==> config.mk <==
export PLATFORM = sky130hd
export DESIGN_NAME = operand_fetch
export DESIGN_NICKNAME = d
export VERILOG_FILES = /design/src/rtl/operand_fetch.sv
export SDC_FILE = /design/constraint.sdc
export NUM_CORES = 1
export LEC_CHECK = 0
export BUFFER_PORTS_ARGS = -buffer_cell sky130_fd_sc_hd__buf_4
export CAP_MARGIN = 10
export CORE_UTILIZATION = 36
export DETAILED_ROUTE_END_ITERATION = 8
export GPL_TIMING_DRIVEN = 0
export HOLD_SLACK_MARGIN = 0.1
export PLACE_DENSITY_LB_ADDON = 0.05
export SLEW_MARGIN = 20
export SYNTH_ARGS = -nofsm -noshare
export SYNTH_HDL_FRONTEND = slang
export SYNTH_SLANG_ARGS = --single-unit
==> constraint.sdc <==
create_clock -name clk -period 7 [get_ports clk]
set_clock_uncertainty 0.05 [all_clocks]
set_input_delay 0.35 -clock clk [delete_from_list [all_inputs] [get_ports clk]]
set_output_delay 0.35 -clock clk [all_outputs]
set_load 0.005 [all_outputs]
==> src/rtl/operand_fetch.sv <==
// Operand-fetch stage: 8x16 register file plus a two-cycle read sequencer feeding the shifter.
// Optional macro REGFILE_BYPASS_EN forwards same-edge write data into the operand being latched.
module operand_fetch #(
  parameter int DATA_W = 16,
  parameter int NREGS  = 8,
  parameter int ADDR_W = 3
) (
  input  logic              clk,
  input  logic              reset,
  input  logic              start,
  input  logic [ADDR_W-1:0] rn,
  input  logic [ADDR_W-1:0] rm,
  input  logic [1:0]        shift_in,
  input  logic              write,
  input  logic [ADDR_W-1:0] writenum,
  input  logic [DATA_W-1:0] data_in,
  output logic              busy,
  output logic              valid,
  output logic [DATA_W-1:0] a_out,
  output logic [DATA_W-1:0] b_out,
  output logic [1:0]        shift_out
);

  // state | meaning
  // IDLE  | waiting for start; rn/rm/shift_in latched on acceptance
  // RD_A  | reading reg[rn_q] into operand A
  // RD_B  | reading reg[rm_q] into operand B
  // DONE  | operands coherent, valid pulse
  typedef enum logic [1:0] {
    IDLE = 2'd0,
    RD_A = 2'd1,
    RD_B = 2'd2,
    DONE = 2'd3
  } state_t;

  state_t            state_q, state_d;
  logic [ADDR_W-1:0] rn_q, rn_d;
  logic [ADDR_W-1:0] rm_q, rm_d;
  logic [1:0]        shift_q, shift_d;
  logic [DATA_W-1:0] a_q, a_d;
  logic [DATA_W-1:0] b_q, b_d;
  logic [DATA_W-1:0] rd_a, rd_b;
  logic [DATA_W-1:0] regs_q [NREGS];
  logic [DATA_W-1:0] regs_d [NREGS];

  always_comb begin
    regs_d = regs_q;
    if (write) regs_d[writenum] = data_in;
  end

  always_comb begin
    rd_a = regs_q[rn_q];
    rd_b = regs_q[rm_q];
`ifdef REGFILE_BYPASS_EN
    if (write && (writenum == rn_q)) rd_a = data_in;
    if (write && (writenum == rm_q)) rd_b = data_in;
`endif
  end

  always_comb begin
    state_d = state_q;
    rn_d    = rn_q;
    rm_d    = rm_q;
    shift_d = shift_q;
    a_d     = a_q;
    b_d     = b_q;
    case (state_q)
      IDLE: begin
        if (start) begin
          state_d = RD_A;
          rn_d    = rn;
          rm_d    = rm;
          shift_d = shift_in;
        end
      end
      RD_A: begin
        state_d = RD_B;
        a_d     = rd_a;
      end
      RD_B: begin
        state_d = DONE;
        b_d     = rd_b;
      end
      DONE: state_d = IDLE;
      default: state_d = IDLE;
    endcase
  end

  always_ff @(posedge clk or posedge reset) begin
    if (reset) begin
      state_q <= IDLE;
      rn_q    <= '0;
      rm_q    <= '0;
      shift_q <= '0;
      a_q     <= '0;
      b_q     <= '0;
      regs_q  <= '{default: '0};
    end else begin
      state_q <= state_d;
      rn_q    <= rn_d;
      rm_q    <= rm_d;
      shift_q <= shift_d;
      a_q     <= a_d;
      b_q     <= b_d;
      regs_q  <= regs_d;
    end
  end

  assign busy      = (state_q == RD_A) || (state_q == RD_B);
  assign valid     = (state_q == DONE);
  assign a_out     = a_q;
  assign b_out     = b_q;
  assign shift_out = shift_q;

endmodule

==> summary.txt, run 1 <==
Outcome
  • Outcome: completed

Detailed routing
  • Router iterations before antenna repair: 5
  • Number of DRC markers in iteration 0: 407
  • Post-detailed-route count of antenna-violating nets: 0
  • Routed WL: 29.4 mm
  • Wire per inst: 26.8 µm
  • Routed via count: between 6000 and 7000
  • Via-to-Cell Ratio: ~5.7
  • Residual DRC: 0

Synthesis
  • Syn_area_per_cell: ~13 µm²
  • Seq cells post-synth: 170
  • Gate count of the mapped netlist: 678
  • EDFF count, synth: 0
  • Sequential area share after synthesis: approximately 49%
  • Netlist area before placement: 8760 µm²
  • Net count after synthesis: 713
  • Dominant synthesized flop cell: sky130_fd_sc_hd__dfrtp_1
  • Proportion of register bits with asynchronous set or reset after synthesis: between 90% and 100%
  • Count of synthesis-stage warnings from yosys: 0
  • Post-synthesis cell type count: 29

STA
  • Period minus WS final: 2.68 ns
  • Final hold viol count: 0
  • Final number of max-transition violations: 0
  • Setup repair after global routing missed its margin: false
  • Worst rel slew slack: between 20% and 30%
  • Maximum clock frequency: 374 MHz
  • Fin crit share: around two fifths
  • Transition at the pin with the smallest max-transition slack: between 1 and 1.5 ns
  • Final setup violation count: 0

Clock network
  • Worst-Skew Late Latency: 0.43 ns
  • Number of buffers between clock root and the deepest sink: 2
  • Post-CTS sizing: 0
  • Sink Count: 170
  • Hold buffer count at CTS: 5
  • # Post-CTS Setup Buffers: 0
  • Number of buffers created by CTS: 17
  • Clock Root Buffer: sky130_fd_sc_hd__clkbuf_16
  • Post-CTS clock slew at the launch and capture registers of the worst setup and hold paths: approximately 0.070 ns
  • CTS H-tree depth: 4
  • Clock tree from TritonCTS: done

Power and ir drop
  • Leakage component of the power: about 4.7 nW
  • Overall power: approximately 0.0045 W
  • Worst VDD drop: around 0.2 mV
  • Power density over cell area: 441 nW/µm²

Critical path
  • CP max-delay cell: sky130_fd_sc_hd__nor2_1
  • Required arrival time at the worst endpoint: 7.28 ns
  • Critical path start-end classification: reg -> reg
  • Total buffers and inverters traversed by the critical path: 2
  • Most used cell along the critical path: sky130_fd_sc_hd__buf_2
  • Worst setup EP type: flip-flop
  • Crit-path max cell delay: 0.92 ns
  • Worst-path maximum fanout: 10
  • Startpoint type of the worst setup path: flip-flop
  • Data arrival, critical path: ~3 ns
  • Family with the most delay on the worst path: simple AND/OR/NAND/NOR gates
  • Series of cell instances along the critical path: buf_2 > nor2_1 > buf_2 > a22oi_1 > a41o_1

Place
  • Final RePlAce weighted congestion: about 0.81
  • Detailed Place HPWL: 18.8 mm
  • I/O Buffers: 62
  • Post-place instance area: ~9700 µm²

GRT
  • Maximum number of pins on one net before global-route repair: around 100
  • Global-route met1 utilization: between 30% and 40%
  • Total grt overflow: 0
  • Via count of the first global-routing pass: 6514
  • GR Util met2: a little under 40%
  • Global Route Usage Sum: roughly a quarter
  • Met3 capacity usage during global routing: between 5 and 6%
  • Antenna violations before repair: 0
  • Peak-usage layer in the global routing report: met2
  • Wire length of the first global-routing pass: 43.1 mm

Layout
  • Fillers: 2255
  • Layout cells sized above 1: around 36%
  • Final standard cell area without fillers: roughly 10000 µm²
  • Final Net Count: 800
  • Antenna diode count: 0
  • Area growth syn-to-layout: 17.5%

Floorplan
  • Total number of placement rows: 56
  • Height of the die: approximately 160 µm
  • Initial cell density of the core: 37.0%
  • Count of pins on the block boundary: 67
  • Area inside the core boundary: roughly 24000 µm²
  • Overall die area: about 25000 µm²
  • Horizontal die dimension: around 160 µm

Job
  • Max-capacitance violation count: 0

Min path
  • Worst Hold Class: in -> reg
metal layers:
layer / vias to the layer above / wire length (µm)
met5: - / 0
met4: 0 / 809
met3: 53 / 1810
met2: 213 / 13600
met1: 3260 / 13200
li1: 2703 / -
synthesized netlist by cell type (3+ instances only):
cell type / count / share of area [%]
sky130_fd_sc_hd__nor2b_1: 66 / 4.7
sky130_fd_sc_hd__buf_4: 12 / 1.0
sky130_fd_sc_hd__a41o_1: 32 / 3.7
sky130_fd_sc_hd__mux2_4: 10 / 1.7
sky130_fd_sc_hd__nor2_1: 4 / 0.17
sky130_fd_sc_hd__buf_2: 23 / 1.3
sky130_fd_sc_hd__clkbuf_1: 14 / 0.60
sky130_fd_sc_hd__nand3_1: 32 / 1.8
sky130_fd_sc_hd__mux2_2: 125 / 16
sky130_fd_sc_hd__a22oi_1: 32 / 2.7
sky130_fd_sc_hd__a211o_1: 32 / 3.2
sky130_fd_sc_hd__nand4b_2: 3 / 0.51
sky130_fd_sc_hd__ha_1: 4 / 0.57
sky130_fd_sc_hd__mux2i_1: 96 / 11
sky130_fd_sc_hd__inv_1: 4 / 0.17
sky130_fd_sc_hd__dfrtp_1: 170 / 49
final cells by class:
cell class                 instances  area (µm²)  share of cell area (%)
buffer                            54         308                    2.99
clock buffer                      18         439                    4.27
clock inverter                    13         143                    1.39
inverter                           4        22.5                   0.219
multi-input combinational        450        4190                    40.7
sequential                       170        4250                    41.3
tap                              319         399                    3.88
timing repair buffer              68         543                    5.27
kinds of logic (layout without fill, tap and decap cells):
logic type      after synthesis  count (layout)  synth area share [%]
compound gates               99              99                  9.79
simple gates                115             115                  8.55
fa+ha+maj                     4               4                 0.571
mux                         232             232                  28.9
buf+inv                      58             157                  3.68
flops                       170             170                  48.5
stage by stage:
stage	utilization (%)	TNS [ns]	worst slack, ns	std cells	hold slack (ns)
floorplan	-	0	2.00	678	0.386
CTS	43.5	0	4.35	1096	0.101
finish	43.5	0	4.32	1096	0.106
global placement	40.7	-8.09	-0.0654	1059	0.444
detailed placement	40.8	0	4.37	1060	0.397
global route	43.5	0	4.23	1096	0.111
state kept, by name, summed over array words and instances, names as in the netlist:
| name | flops |
|---|---|
| state_q | 2 |
| a_out | 16 |
| rm_q | 3 |
| regs_q | 128 |
| shift_out | 2 |
| rn_q | 3 |
| b_out | 16 |
placed cells by master, fill, tap and decap left out, drive strengths merged:
master / netlist / final
a22oi: 32 / 32
bufinv: 0 / 2
clkbuf: 14 / 32
clkinv: 0 / 2
nand4b: 3 / 3
nor3: 2 / 2
nand2b: 3 / 3
mux2i: 96 / 96
nand3: 32 / 32
clkinvlp: 0 / 5
buf: 40 / 103
nor3b: 2 / 2
nand2: 2 / 2
ha: 4 / 4
nand4: 1 / 1
inv: 4 / 8
o31ai: 1 / 1
a211o: 32 / 32
o21ai: 1 / 1
nor2b: 66 / 66
mux2: 136 / 136
nor2: 4 / 4
dfrtp: 170 / 170
a41o: 32 / 32
a21oi: 1 / 1
dlygate4sd3: 0 / 5
worst paths after layout:
path                                           from                  endpoint  slack (ns)  cells after the start
setup / recovery                rm_q[1]$_DFFE_PP0P_      b_out[5]$_DFFE_PP0N_        4.32                      5
hold / removal                          shift_in[1]  shift_out[1]$_DFFE_PP0P_        0.11                      2
setup reg to reg                rm_q[1]$_DFFE_PP0P_      b_out[5]$_DFFE_PP0N_        4.32                      5
hold reg to reg            shift_out[0]$_DFFE_PP0P_  shift_out[0]$_DFFE_PP0P_        0.47                      1
max in group asynchronous                     reset    regs_q[59]$_DFFE_PP0P_        5.49                      4
min in group asynchronous                     reset   regs_q[115]$_DFFE_PP0P_        0.47                      3
report_power, final:
part | total (W) | switching (W) | internal (W)
Clock | 0.000961 | 0.000424 | 0.000536
Combinational | 0.00211 | 0.00122 | 0.000897
Sequential | 0.00146 | 0.000193 | 0.00127
Power figures use the tool's default switching activity.
==> run 2: changes to the inputs <==
Clock period 7 ns to 2.67 ns, I/O delays scaled along.
==> run 2 against run 1 <==
Worst setup slack got worse by 4.1 ns. Clock-buffer cell count increased by 1. Via count increased by 1.4%. Utilization increased by 1.5 points. Fmax increased by 10%. Sequential cell count unchanged. Largest cell class unchanged.
==> summary.txt, run 2 (synthesized netlist as in run 1, its figures left out) <==
Critical path
  • Startpoint type of the worst setup path: flip-flop
  • Critical path start-end classification: reg -> reg
  • Series of cell instances along the critical path: buf_2 > nor2_1 > buf_2 > a22oi_1 > a41o_1
  • Required arrival time at the worst endpoint: 2.94 ns (-4.34 ns)
  • Crit-path max cell delay: 0.80 ns (-0.12 ns)
  • Worst-path maximum fanout: 10 (unchanged)
  • CP max-delay cell: sky130_fd_sc_hd__nor2_1
  • Total buffers and inverters traversed by the critical path: 2 (unchanged)
  • Family with the most delay on the worst path: simple AND/OR/NAND/NOR gates
  • Most used cell along the critical path: sky130_fd_sc_hd__buf_2
  • Worst setup EP type: flip-flop
  • Data arrival, critical path: 2.69 ns (-0.27 ns)

Power and ir drop
  • Combinational share of power: 46.4% (-0.2 points)
  • Total net switching power: 0.00478 W (+160%)
  • Clock network power share: 21.6% (+0.4 points)
  • Worst VDD drop: 0.512 mV (+160%)
  • Leakage component of the power: 4.88 nW (+3.5%)
  • Power density over cell area: 1130 nW/µm² (+160%)
  • Sw Share: 39.8% (-0.61 points)
  • Internal cell power: 0.00723 W (+170%)
  • Overall power: 0.0120 W (+160%)
  • Fraction of power consumed by sequential logic: 32.0% (-0.2 points)

STA
  • Period minus WS final: 2.42 ns (-0.252 ns)
  • Transition at the pin with the smallest max-transition slack: 0.999 ns (-0.164 ns)
  • Final setup violation count: 0 (unchanged)
  • Setup repair after global routing missed its margin: false
  • Fin crit share: 90.8% (+53 points)
  • Final number of max-transition violations: 0 (unchanged)
  • Post-layout worst setup margin: 0.245 ns (-4.08 ns)
  • Worst rel slew slack: 33.2% (+11 points)
  • Maximum clock frequency: 412 MHz (+10%)
  • Final hold viol count: 0 (unchanged)
  • Post-Route Hold Slack: 0.182 ns (+0.0764 ns)

Clock network
  • Clock Root Buffer: sky130_fd_sc_hd__clkbuf_16
  • Number of buffers between clock root and the deepest sink: 2 (unchanged)
  • CTS H-tree depth: 4 (unchanged)
  • Clock tree from TritonCTS: done
  • Sink Count: 170 (unchanged)
  • Number of buffers created by CTS: 17 (unchanged)
  • Post-CTS clock slew at the launch and capture registers of the worst setup and hold paths: 0.07 ns (about the same)
  • Worst-Skew Late Latency: 0.43 ns (about the same)

Floorplan
  • Height of the die: 158 µm (unchanged)
  • Initial cell density of the core: 37.0% (unchanged)
  • Total number of placement rows: 56 (unchanged)
  • Horizontal die dimension: 158 µm (unchanged)
  • Count of pins on the block boundary: 67 (unchanged)
  • Area inside the core boundary: 23700 µm² (unchanged)
  • Overall die area: 25000 µm² (unchanged)

Place
  • Detailed Place HPWL: 19.3 mm (+2.7%)
  • Final RePlAce weighted congestion: 0.832 (+2.2%)
  • I/O Buffers: 62 (unchanged)
  • Post-place instance area: 9770 µm² (+1.1%)
  • Placed cell count: 1065 (+0.47%)
  • Setup WS pre-CTS: 0.0409 ns (-4.33 ns)

Layout
  • Fillers: 2225 (-1.3%)
  • Most common cell after layout, fill and taps aside: sky130_fd_sc_hd__dfrtp_1
  • Finished Layout Cells: 1123 (+2.5%)
  • Layout cells sized above 1: 35.4% (-0.20 points)
  • Final standard cell area without fillers: 10600 µm² (+3.4%)
  • Number of flip-flops under the largest register name: 128 (unchanged)
  • Antenna diode count: 0 (unchanged)
  • Top library cells by usage in the layout, fill and taps aside: sky130_fd_sc_hd__dfrtp_1, sky130_fd_sc_hd__mux2_2, sky130_fd_sc_hd__mux2i_1, sky130_fd_sc_hd__buf_4, sky130_fd_sc_hd__nor2b_1
  • Area growth syn-to-layout: 21.4%
  • Top reg by flops: regs_q
  • Final Net Count: 826 (+3.3%)

Detailed routing
  • Routed via count: 6316 (+1.4%)
  • Residual DRC: 0 (unchanged)
  • Post-detailed-route count of antenna-violating nets: 0 (unchanged)
  • Number of DRC markers in iteration 0: 417 (+2.5%)
  • Wire per inst: 26.3 µm (-2.0%)
  • Routed WL: 29.5 mm (+0.41%)
  • Via-to-Cell Ratio: 5.62 (-1.0%)
  • Router iterations before antenna repair: 7 (+2)

GRT
  • Wire length of the first global-routing pass: 44.2 mm (+2.5%)
  • Via count of the first global-routing pass: 6716 (+3.1%)
  • Antenna violations before repair: 0 (unchanged)
  • Maximum number of pins on one net before global-route repair: 34 (-67%)
  • Total grt overflow: 0 (unchanged)
  • Global Route Usage Sum: 25.1% (+0.28 points)

Job
  • Max-capacitance violation count: 0 (unchanged)

Min path
  • Worst Hold Class: in -> reg

Outcome
  • Outcome: completed
-- run 2: cell count changes in the layout (fill, tap and decap cells not counted), moves of 2 or more --
cell,delta
sky130_fd_sc_hd__dlygate4sd3_1,+21
sky130_fd_sc_hd__clkinvlp_4,-3
sky130_fd_sc_hd__buf_12,+4
sky130_fd_sc_hd__clkinv_4,+2
sky130_fd_sc_hd__clkbuf_2,+2
-- run 2: final cells by class --
class	instances	area, µm²	area share (%)
Buffer	54	310	2.92
Clock buffer	19	443	4.16
Clock inverter	13	165	1.55
Inverter	4	18.8	0.176
Multi-Input combinational cell	450	4190	39.4
Sequential cell	170	4250	40.0
Tap cell	319	399	3.75
Timing Repair Buffer	94	861	8.09
-- run 2: power groups by stage --
stage / sequential [W] / combinational (W) / clock, W
after floorplan: 0.00375 / 0.00338 / 0
after global placement: 0.00384 / 0.00543 / 0
after detailed placement: 0.00387 / 0.00550 / 0
after CTS: 0.00383 / 0.00556 / 0.00264
after global routing: 0.00394 / 0.00592 / 0.00276
final: 0.00384 / 0.00557 / 0.00260
-- run 2: worst min-delay path, stage by stage --
cell                     delay (ns)
sky130_fd_sc_hd__buf_4         0.17
sky130_fd_sc_hd__nor3_4        0.11
sky130_fd_sc_hd__mux2_2        0.22
-- run 2: what timing repair did --
action                                 4_1_cts  5_1_grt
setup endpoints to repair                    0       18
setup buffers                                0        0
resized for setup                            0        5
endpoints found under the hold margin      205        0
hold buffers                                26        0
-- run 2: path summary, 6_finish.rpt --
path                                          start                       end  slack [ns]  depth (start not counted)
max                             rn_q[1]$_DFFE_PP0P_     a_out[15]$_DFFE_PP0N_        0.25                          5
min                                     writenum[2]   regs_q[125]$_DFFE_PP0P_        0.18                          3
max reg2reg                     rn_q[1]$_DFFE_PP0P_     a_out[15]$_DFFE_PP0N_        0.25                          5
min reg2reg                shift_out[0]$_DFFE_PP0P_  shift_out[0]$_DFFE_PP0P_        0.47                          1
max in group asynchronous                     reset    regs_q[79]$_DFFE_PP0P_        1.20                          7
min in group asynchronous                     reset    regs_q[89]$_DFFE_PP0P_        0.24                          3
-- run 2: stage by stage --
step | setup TNS, ns | util, %
after floorplan | 0 | -
final | 0 | 44.9
after global routing | 0 | 44.9
after global placement | -135.20 | 40.7
after CTS | 0 | 44.9
after detailed placement | 0 | 41.2
-- run 2: routing by layer --
layer / track usage (%) / vias to the layer above / wire length (µm)
met3: 5.80 / 34 / 1680
met1: 33.6 / 3324 / 13300
met4: 6.41 / 0 / 540
li1: - / 2766 / -
met2: 40.8 / 192 / 14000
met5: 0 / - / 0
